File: config.mk
export PLATFORM = sky130hd
export DESIGN_NAME = can_bit_destuffer
export DESIGN_NICKNAME = d
export VERILOG_FILES = /design/src/rtl/can_bit_destuffer.sv
export SDC_FILE = /design/constraint.sdc
export NUM_CORES = 1
export LEC_CHECK = 0
export BUFFER_PORTS_ARGS = -buffer_cell sky130_fd_sc_hd__buf_2
export CORE_ASPECT_RATIO = 0.8
export CORE_MARGIN = 2
export CORE_UTILIZATION = 30
export CTS_BUF_LIST = sky130_fd_sc_hd__clkbuf_4
export DETAILED_ROUTE_END_ITERATION = 10
export SLEW_MARGIN = 20
export SYNTH_ARGS = -nofsm -noshare
export SYNTH_HDL_FRONTEND = slang
export SYNTH_SLANG_ARGS = --single-unit
File: constraint.sdc
create_clock -name clk -period 1.86 [get_ports clk]
set_clock_uncertainty 0.1 [all_clocks]
set_input_delay 0.279 -clock clk [delete_from_list [all_inputs] [get_ports clk]]
set_output_delay 0.279 -clock clk [all_outputs]
set_load 0.05 [all_outputs]
File: src/rtl/can_bit_destuffer.sv
// CAN receive bit-stream front end: bus-idle integration, SOF detection and stuff-bit removal.
// Define CAN_DESTUFF_STATS_EN to add saturating stuff-bit / stuff-error counters.
module can_bit_destuffer #(
  parameter int unsigned IDLE_BITS = 11,
  parameter int unsigned STUFF_LEN = 5
) (
  input  logic       clk,
  input  logic       rst,
  input  logic       sample_point,
  input  logic       rx_bit,
  input  logic       crc_done,
`ifdef CAN_DESTUFF_STATS_EN
  input  logic       stats_clr,
  output logic [7:0] stuff_bit_cnt,
  output logic [7:0] stuff_err_cnt,
`endif
  output logic       rx_bit_curr,
  output logic       bit_valid,
  output logic       remove_stuff_bit,
  output logic       sof_detect,
  output logic       stuff_error,
  output logic       bus_idle
);

  localparam int unsigned RecW = $clog2(IDLE_BITS + 1);
  localparam int unsigned RunW = $clog2(STUFF_LEN + 1);
  localparam logic [RecW-1:0] RecMax = RecW'(IDLE_BITS);
  localparam logic [RunW-1:0] RunMax = RunW'(STUFF_LEN);

  typedef enum logic [2:0] {
    StIntegrate,
    StBusIdle,
    StStuff,
    StFixed,
    StError
  } state_e;

  state_e          state_q, state_d;
  logic [RecW-1:0] rec_cnt_q, rec_cnt_d;
  logic [RunW-1:0] run_cnt_q, run_cnt_d;
  logic            last_bit_q, last_bit_d;
  logic            crc_pend_q, crc_pend_d;
  logic            rx_curr_q, rx_curr_d;
  logic            bit_valid_q, bit_valid_d;
  logic            remove_q, remove_d;
  logic            sof_q, sof_d;
  logic            err_q, err_d;
  logic            rec_full;

  always_comb begin
    state_d     = state_q;
    rec_cnt_d   = rec_cnt_q;
    run_cnt_d   = run_cnt_q;
    last_bit_d  = last_bit_q;
    crc_pend_d  = crc_pend_q;
    rx_curr_d   = rx_curr_q;
    bit_valid_d = 1'b0;
    remove_d    = 1'b0;
    sof_d       = 1'b0;
    err_d       = 1'b0;

    // Recessive run length is tracked in every state; it drives all returns to bus idle.
    if (sample_point) begin
      rx_curr_d = rx_bit;
      if (rx_bit) begin
        if (rec_cnt_q != RecMax) begin
          rec_cnt_d = rec_cnt_q + RecW'(1);
        end
      end else begin
        rec_cnt_d = '0;
      end
    end
    rec_full = sample_point && (rec_cnt_d == RecMax);

    case (state_q)
      StIntegrate: begin
        if (rec_full) begin
          state_d = StBusIdle;
        end
      end

      StBusIdle: begin
        if (sample_point && !rx_bit) begin
          sof_d       = 1'b1;
          bit_valid_d = 1'b1;
          last_bit_d  = 1'b0;
          run_cnt_d   = RunW'(1);
          state_d     = StStuff;
        end
      end

      StStuff: begin
        if (sample_point) begin
          if (run_cnt_q == RunMax) begin
            if (rx_bit != last_bit_q) begin
              remove_d   = 1'b1;
              last_bit_d = rx_bit;
              run_cnt_d  = RunW'(1);
              if (crc_pend_q) begin
                state_d = StFixed;
              end
            end else begin
              err_d   = 1'b1;
              state_d = StError;
            end
          end else begin
            bit_valid_d = 1'b1;
            if (rx_bit == last_bit_q) begin
              run_cnt_d = run_cnt_q + RunW'(1);
            end else begin
              run_cnt_d  = RunW'(1);
              last_bit_d = rx_bit;
            end
          end
        end
        // A run that just reached STUFF_LEN still owes one stuff bit after the CRC.
        if (crc_done && !crc_pend_q && (state_d == StStuff)) begin
          if (run_cnt_d == RunMax) begin
            crc_pend_d = 1'b1;
          end else begin
            state_d = StFixed;
          end
        end
      end

      StFixed: begin
        if (sample_point) begin
          bit_valid_d = 1'b1;
        end
        if (rec_full) begin
          state_d = StBusIdle;
        end
      end

      StError: begin
        if (rec_full) begin
          state_d = StBusIdle;
        end
      end

      default: state_d = StIntegrate;
    endcase

    if (state_d != StStuff) begin
      crc_pend_d = 1'b0;
    end
  end

  always_ff @(posedge clk or posedge rst) begin
    if (rst) begin
      state_q     <= StIntegrate;
      rec_cnt_q   <= '0;
      run_cnt_q   <= '0;
      last_bit_q  <= 1'b1;
      crc_pend_q  <= 1'b0;
      rx_curr_q   <= 1'b1;
      bit_valid_q <= 1'b0;
      remove_q    <= 1'b0;
      sof_q       <= 1'b0;
      err_q       <= 1'b0;
    end else begin
      state_q     <= state_d;
      rec_cnt_q   <= rec_cnt_d;
      run_cnt_q   <= run_cnt_d;
      last_bit_q  <= last_bit_d;
      crc_pend_q  <= crc_pend_d;
      rx_curr_q   <= rx_curr_d;
      bit_valid_q <= bit_valid_d;
      remove_q    <= remove_d;
      sof_q       <= sof_d;
      err_q       <= err_d;
    end
  end

  assign rx_bit_curr      = rx_curr_q;
  assign bit_valid        = bit_valid_q;
  assign remove_stuff_bit = remove_q;
  assign sof_detect       = sof_q;
  assign stuff_error      = err_q;
  assign bus_idle         = (state_q == StBusIdle);

`ifdef CAN_DESTUFF_STATS_EN
  logic [7:0] sb_cnt_q, se_cnt_q;

  // Counters advance on the same edge that raises the matching strobe.
  always_ff @(posedge clk or posedge rst) begin
    if (rst) begin
      sb_cnt_q <= 8'd0;
      se_cnt_q <= 8'd0;
    end else if (stats_clr) begin
      sb_cnt_q <= 8'd0;
      se_cnt_q <= 8'd0;
    end else begin
      if (remove_d && (sb_cnt_q != 8'hFF)) begin
        sb_cnt_q <= sb_cnt_q + 8'd1;
      end
      if (err_d && (se_cnt_q != 8'hFF)) begin
        se_cnt_q <= se_cnt_q + 8'd1;
      end
    end
  end

  assign stuff_bit_cnt = sb_cnt_q;
  assign stuff_err_cnt = se_cnt_q;
`endif

endmodule

==> PnR_summary.wiki <==
{| class="wikitable"
! Metric !! Value
|-
| Clock tree from TritonCTS || done
|-
| CP cell instances || inv_2, ha_4, inv_1, o2111a_1, nor4_4, a41o_1, and3_1
|-
| H-tree depth || 1
|-
| Worst path max stage delay || between 0.4 and 0.5 ns
|-
| Max Buffers Root-to-Sink || 2
|-
| Sequential element share of the synthesized area || 41.2%
|-
| Clock-pin slew reported for the worst setup and hold paths after clock tree synthesis || 0.11 ns
|-
| Number of nets in the layout || 144
|-
| Final period util || 99.9%
|-
| Cell with the largest stage delay on the worst path || sky130_fd_sc_hd__dfrtp_1
|-
| Count of buffer and inverter cells on the critical path || 2
|-
| Router iterations before antenna repair || 4
|-
| Slew headroom || a little under three fifths
|-
| Transition at the pin with the smallest max-transition slack || 0.649 ns
|-
| EDFF count, synth || 0
|-
| Starting DRC count in detailed routing || 30
|-
| Worst EP arrival || 2.00 ns
|-
| Number of slew-limit violations in the final report || 0
|-
| Async set-or-reset flop fraction in the synthesized netlist || 100%
|-
| Run status || completed
|-
| Aggregate global routing overflow || 0
|-
| Fmax || 0.538 GHz
|-
| Synth warn || 0
|-
| Wire length of the first global-routing pass || 3900 um
|-
| Final setup fails || 0
|-
| Cell count after synthesis || about 110
|-
| Estimated wirelength of the detail-placed design || 1690 um
|-
| Routed Antenna Nets || 0
|-
| Total chip power || 1.69 mW
|-
| Initial standard-cell utilization of the core || 30.8%
|-
| Area used by multi-input combinational logic || 583 sq um
|-
| Fin. Hold Viols || 0
|-
| Number of global-route vias before repair || 849
|-
| Place WS || -0.0680 ns
|-
| Clk root buf || sky130_fd_sc_hd__clkbuf_4
|-
| Main synth FF type || sky130_fd_sc_hd__dfrtp_1
|-
| Largest net degree at the start of global routing || 18
|-
| Number of remaining DRC errors || 0
|-
| Maximum capacitance violations || 0
|-
| Worst-case vdd ir drop || 347 uV
|-
| IO Port Bufs || 10
|-
| Post-layout worst setup margin || 0.00200 ns
|-
| Count of state elements after synthesis || 17
|-
| Unrepaired setup endpoints after global routing || yes
|-
| Kind of start point of the critical path || flop
|-
| Required time of the critical path || 2.00 ns
|-
| Fraction of layout cells with a size suffix above 1 || between 20% and 30%
|-
| Number of distinct library cells after synthesis || 39
|-
| Standard cell core area || about 0.0034 sq mm
|-
| Number of cell rows || 19
|-
| Relative area change from synthesis to final layout || 23.5%
|-
| Power per unit of standard cell area || 1320 mW/mm^2
|-
| Max Fanout on Critical Path || 4
|-
| Clk_lat worst skew || 0.29 ns
|-
| Worst Hold Margin || 0.164 ns
|-
| Count of filler cells inserted in the layout || 344
|-
| Sum of routed wire length over all layers || 2360 um
|-
| Count of non-filler cells in the finished layout || between 150 and 200
|-
| Hold/Removal Path Class || input port to flop
|-
| Mapped Area || 0.00104 sq mm
|-
| Die outline height || roughly 57 um
|-
| Type of destination of the critical path || flop
|-
| Post-DR wirelength/cell || 13.4 um
|-
| Vias post-DR || 910
|-
| Syn_area_per_cell || 9.12 sq um
|-
| Final critical delay including setup and external delays || 1.86 ns
|-
| Cell total after placement || 170
|-
| Diodes inserted || 0
|-
| Family with the most delay on the worst path || compound AO/OA/AOI/OAI gates
|-
| GRT Overall Usage || 12.5%
|-
| Die outline width || 69.8 um
|-
| Leakage component of the power || 0.562 nW
|-
| Critical path type || flop to flop
|-
| Final estimated routing congestion in global placement || about 0.86
|-
| Drt via density || 5.14
|-
| Synthesized netlist net count || 122
|-
| Sequential cell area || 429 sq um
|-
| Clock Sink Count || 17
|-
| Number of buffers added by the clock tree synthesis step || 3
|-
| Antenna violations before repair || 0
|-
| DIE AREA || a little under 0.004 sq mm
|-
| I/O Pins || 11
|}
[path summary, 6_finish.rpt]
path                         startpoint            to  slack, ns  cells after the start
max in group asynchronous           rst  run_cnt_q[0]       0.71                      3
max                        run_cnt_q[1]    crc_pend_q      0.002                      7
min reg2reg                  state_q[2]    state_q[1]       0.48                      1
min                            crc_done    state_q[0]       0.16                      3
max reg2reg                run_cnt_q[1]    crc_pend_q      0.002                      7
min in group asynchronous           rst    state_q[1]       0.50                      3
[cells by family after synthesis]
kind of cell / after synthesis / synth area share [%]
AND/OR/NAND/NOR: 42 / 23.1
AO/OA/AOI/OAI: 33 / 20.1
flip-flops: 17 / 41.2
buffers and inverters: 14 / 5.78
XOR/XNOR: 4 / 5.18
adder cells (fa/ha/maj): 3 / 3.61
multiplexers: 1 / 1.08
[through the flow]
step | instance area (sq um) | util [%] | TNS (ns)
after CTS | 1240 | 36.6 | 0
after global placement | 1200 | 35.4 | 0
final | 1280 | 38.0 | 0
after global routing | 1280 | 38.0 | -0.0596
after detailed placement | 1200 | 35.4 | -0.0680
after floorplan | 1040 | - | 0
[cell usage in the layout, fill, tap and decap left out, types with 2 or more instances in the layout]
cell type and n:
sky130_fd_sc_hd__nor3_1 2, sky130_fd_sc_hd__nand3_1 4, sky130_fd_sc_hd__dfrtp_1 14, sky130_fd_sc_hd__and3_1 3, sky130_fd_sc_hd__and4b_1 2, sky130_fd_sc_hd__o21a_1 2, sky130_fd_sc_hd__a21oi_1 9, sky130_fd_sc_hd__o31ai_1 2
sky130_fd_sc_hd__xnor2_1 3, sky130_fd_sc_hd__nor2_1 9, sky130_fd_sc_hd__dfstp_2 2, sky130_fd_sc_hd__nand2b_1 2, sky130_fd_sc_hd__buf_2 10, sky130_fd_sc_hd__inv_1 8, sky130_fd_sc_hd__nand2_1 7, sky130_fd_sc_hd__nor2b_1 3
sky130_fd_sc_hd__o22ai_1 3, sky130_fd_sc_hd__clkbuf_4 4, sky130_fd_sc_hd__buf_4 10, sky130_fd_sc_hd__o21ai_0 9, sky130_fd_sc_hd__ha_2 2
[sequential cells by signal, indices dropped and copies added, names as in the netlist]
name	flops
sof_detect	1
bit_valid	1
crc_pend_q	1
run_cnt_q	3
last_bit_q	1
rec_cnt_q	4
remove_stuff_bit	1
stuff_error	1
state_q	3
rx_bit_curr	1
[where the power goes]
part	leakage, nW	switching, mW	total [mW]	internal, mW
sequential	0.214	0.119	0.595	0.475
clock	0.0184	0.125	0.223	0.0981
combinational	0.330	0.484	0.877	0.394
total	0.562	0.728	1.69	0.967
[cell usage after synthesis, drive strengths merged, types with 2 or more instances]
library cell  instances  area (sq um)
a21oi                 9          45.0
and3                  3          18.8
and4b                 2          20.0
clkbuf                4          15.0
dfrtp                15           375
dfstp                 2          52.6
ha                    3          37.5
inv                   9          33.8
nand2                 7          26.3
nand2b                2          12.5
nand3                 4          20.0
nor2                  9          33.8
nor2b                 3          18.8
nor3                  3          15.0
o21a                  2          15.0
o21ai                 9          45.0
o22ai                 3          18.8
o31ai                 2          15.0
xnor2                 3          26.3
[area by class of cell]
class / instances / share of cell area [%]
repair buffers: 22 / 12.1
multi-input cells: 83 / 45.4
inverters: 9 / 2.63
well taps: 42 / 4.09
clock buffers: 4 / 2.34
flip-flops and latches: 17 / 33.4
[repair_timing]
action	CTS	global route
hold endpoints to repair	15	0
setup endpoints to repair	1	1
cloned	0	0
pin swaps	1	3
hold buffers	1	0
setup buffers	0	2
resized for setup	0	7
[tightest hold or removal path, stage by stage]
cell	delay (ns)
sky130_fd_sc_hd__buf_2	0.11
sky130_fd_sc_hd__nand4b_1	0.07
sky130_fd_sc_hd__o21ai_0	0.07
[per-layer routing]
| metal | vias to the layer above | GRT usage (%) | share of wire (%) |
|---|---|---|---|
| met3 | 4 | 2.51 | 3.2 |
| met2 | 19 | 19.5 | 47 |
| met4 | 0 | 5.77 | 1.6 |
| li1 | 453 | - | - |
| met5 | - | 0 | 0 |
| met1 | 434 | 16.9 | 49 |
Note: power is estimated with default switching activity, not from simulation.
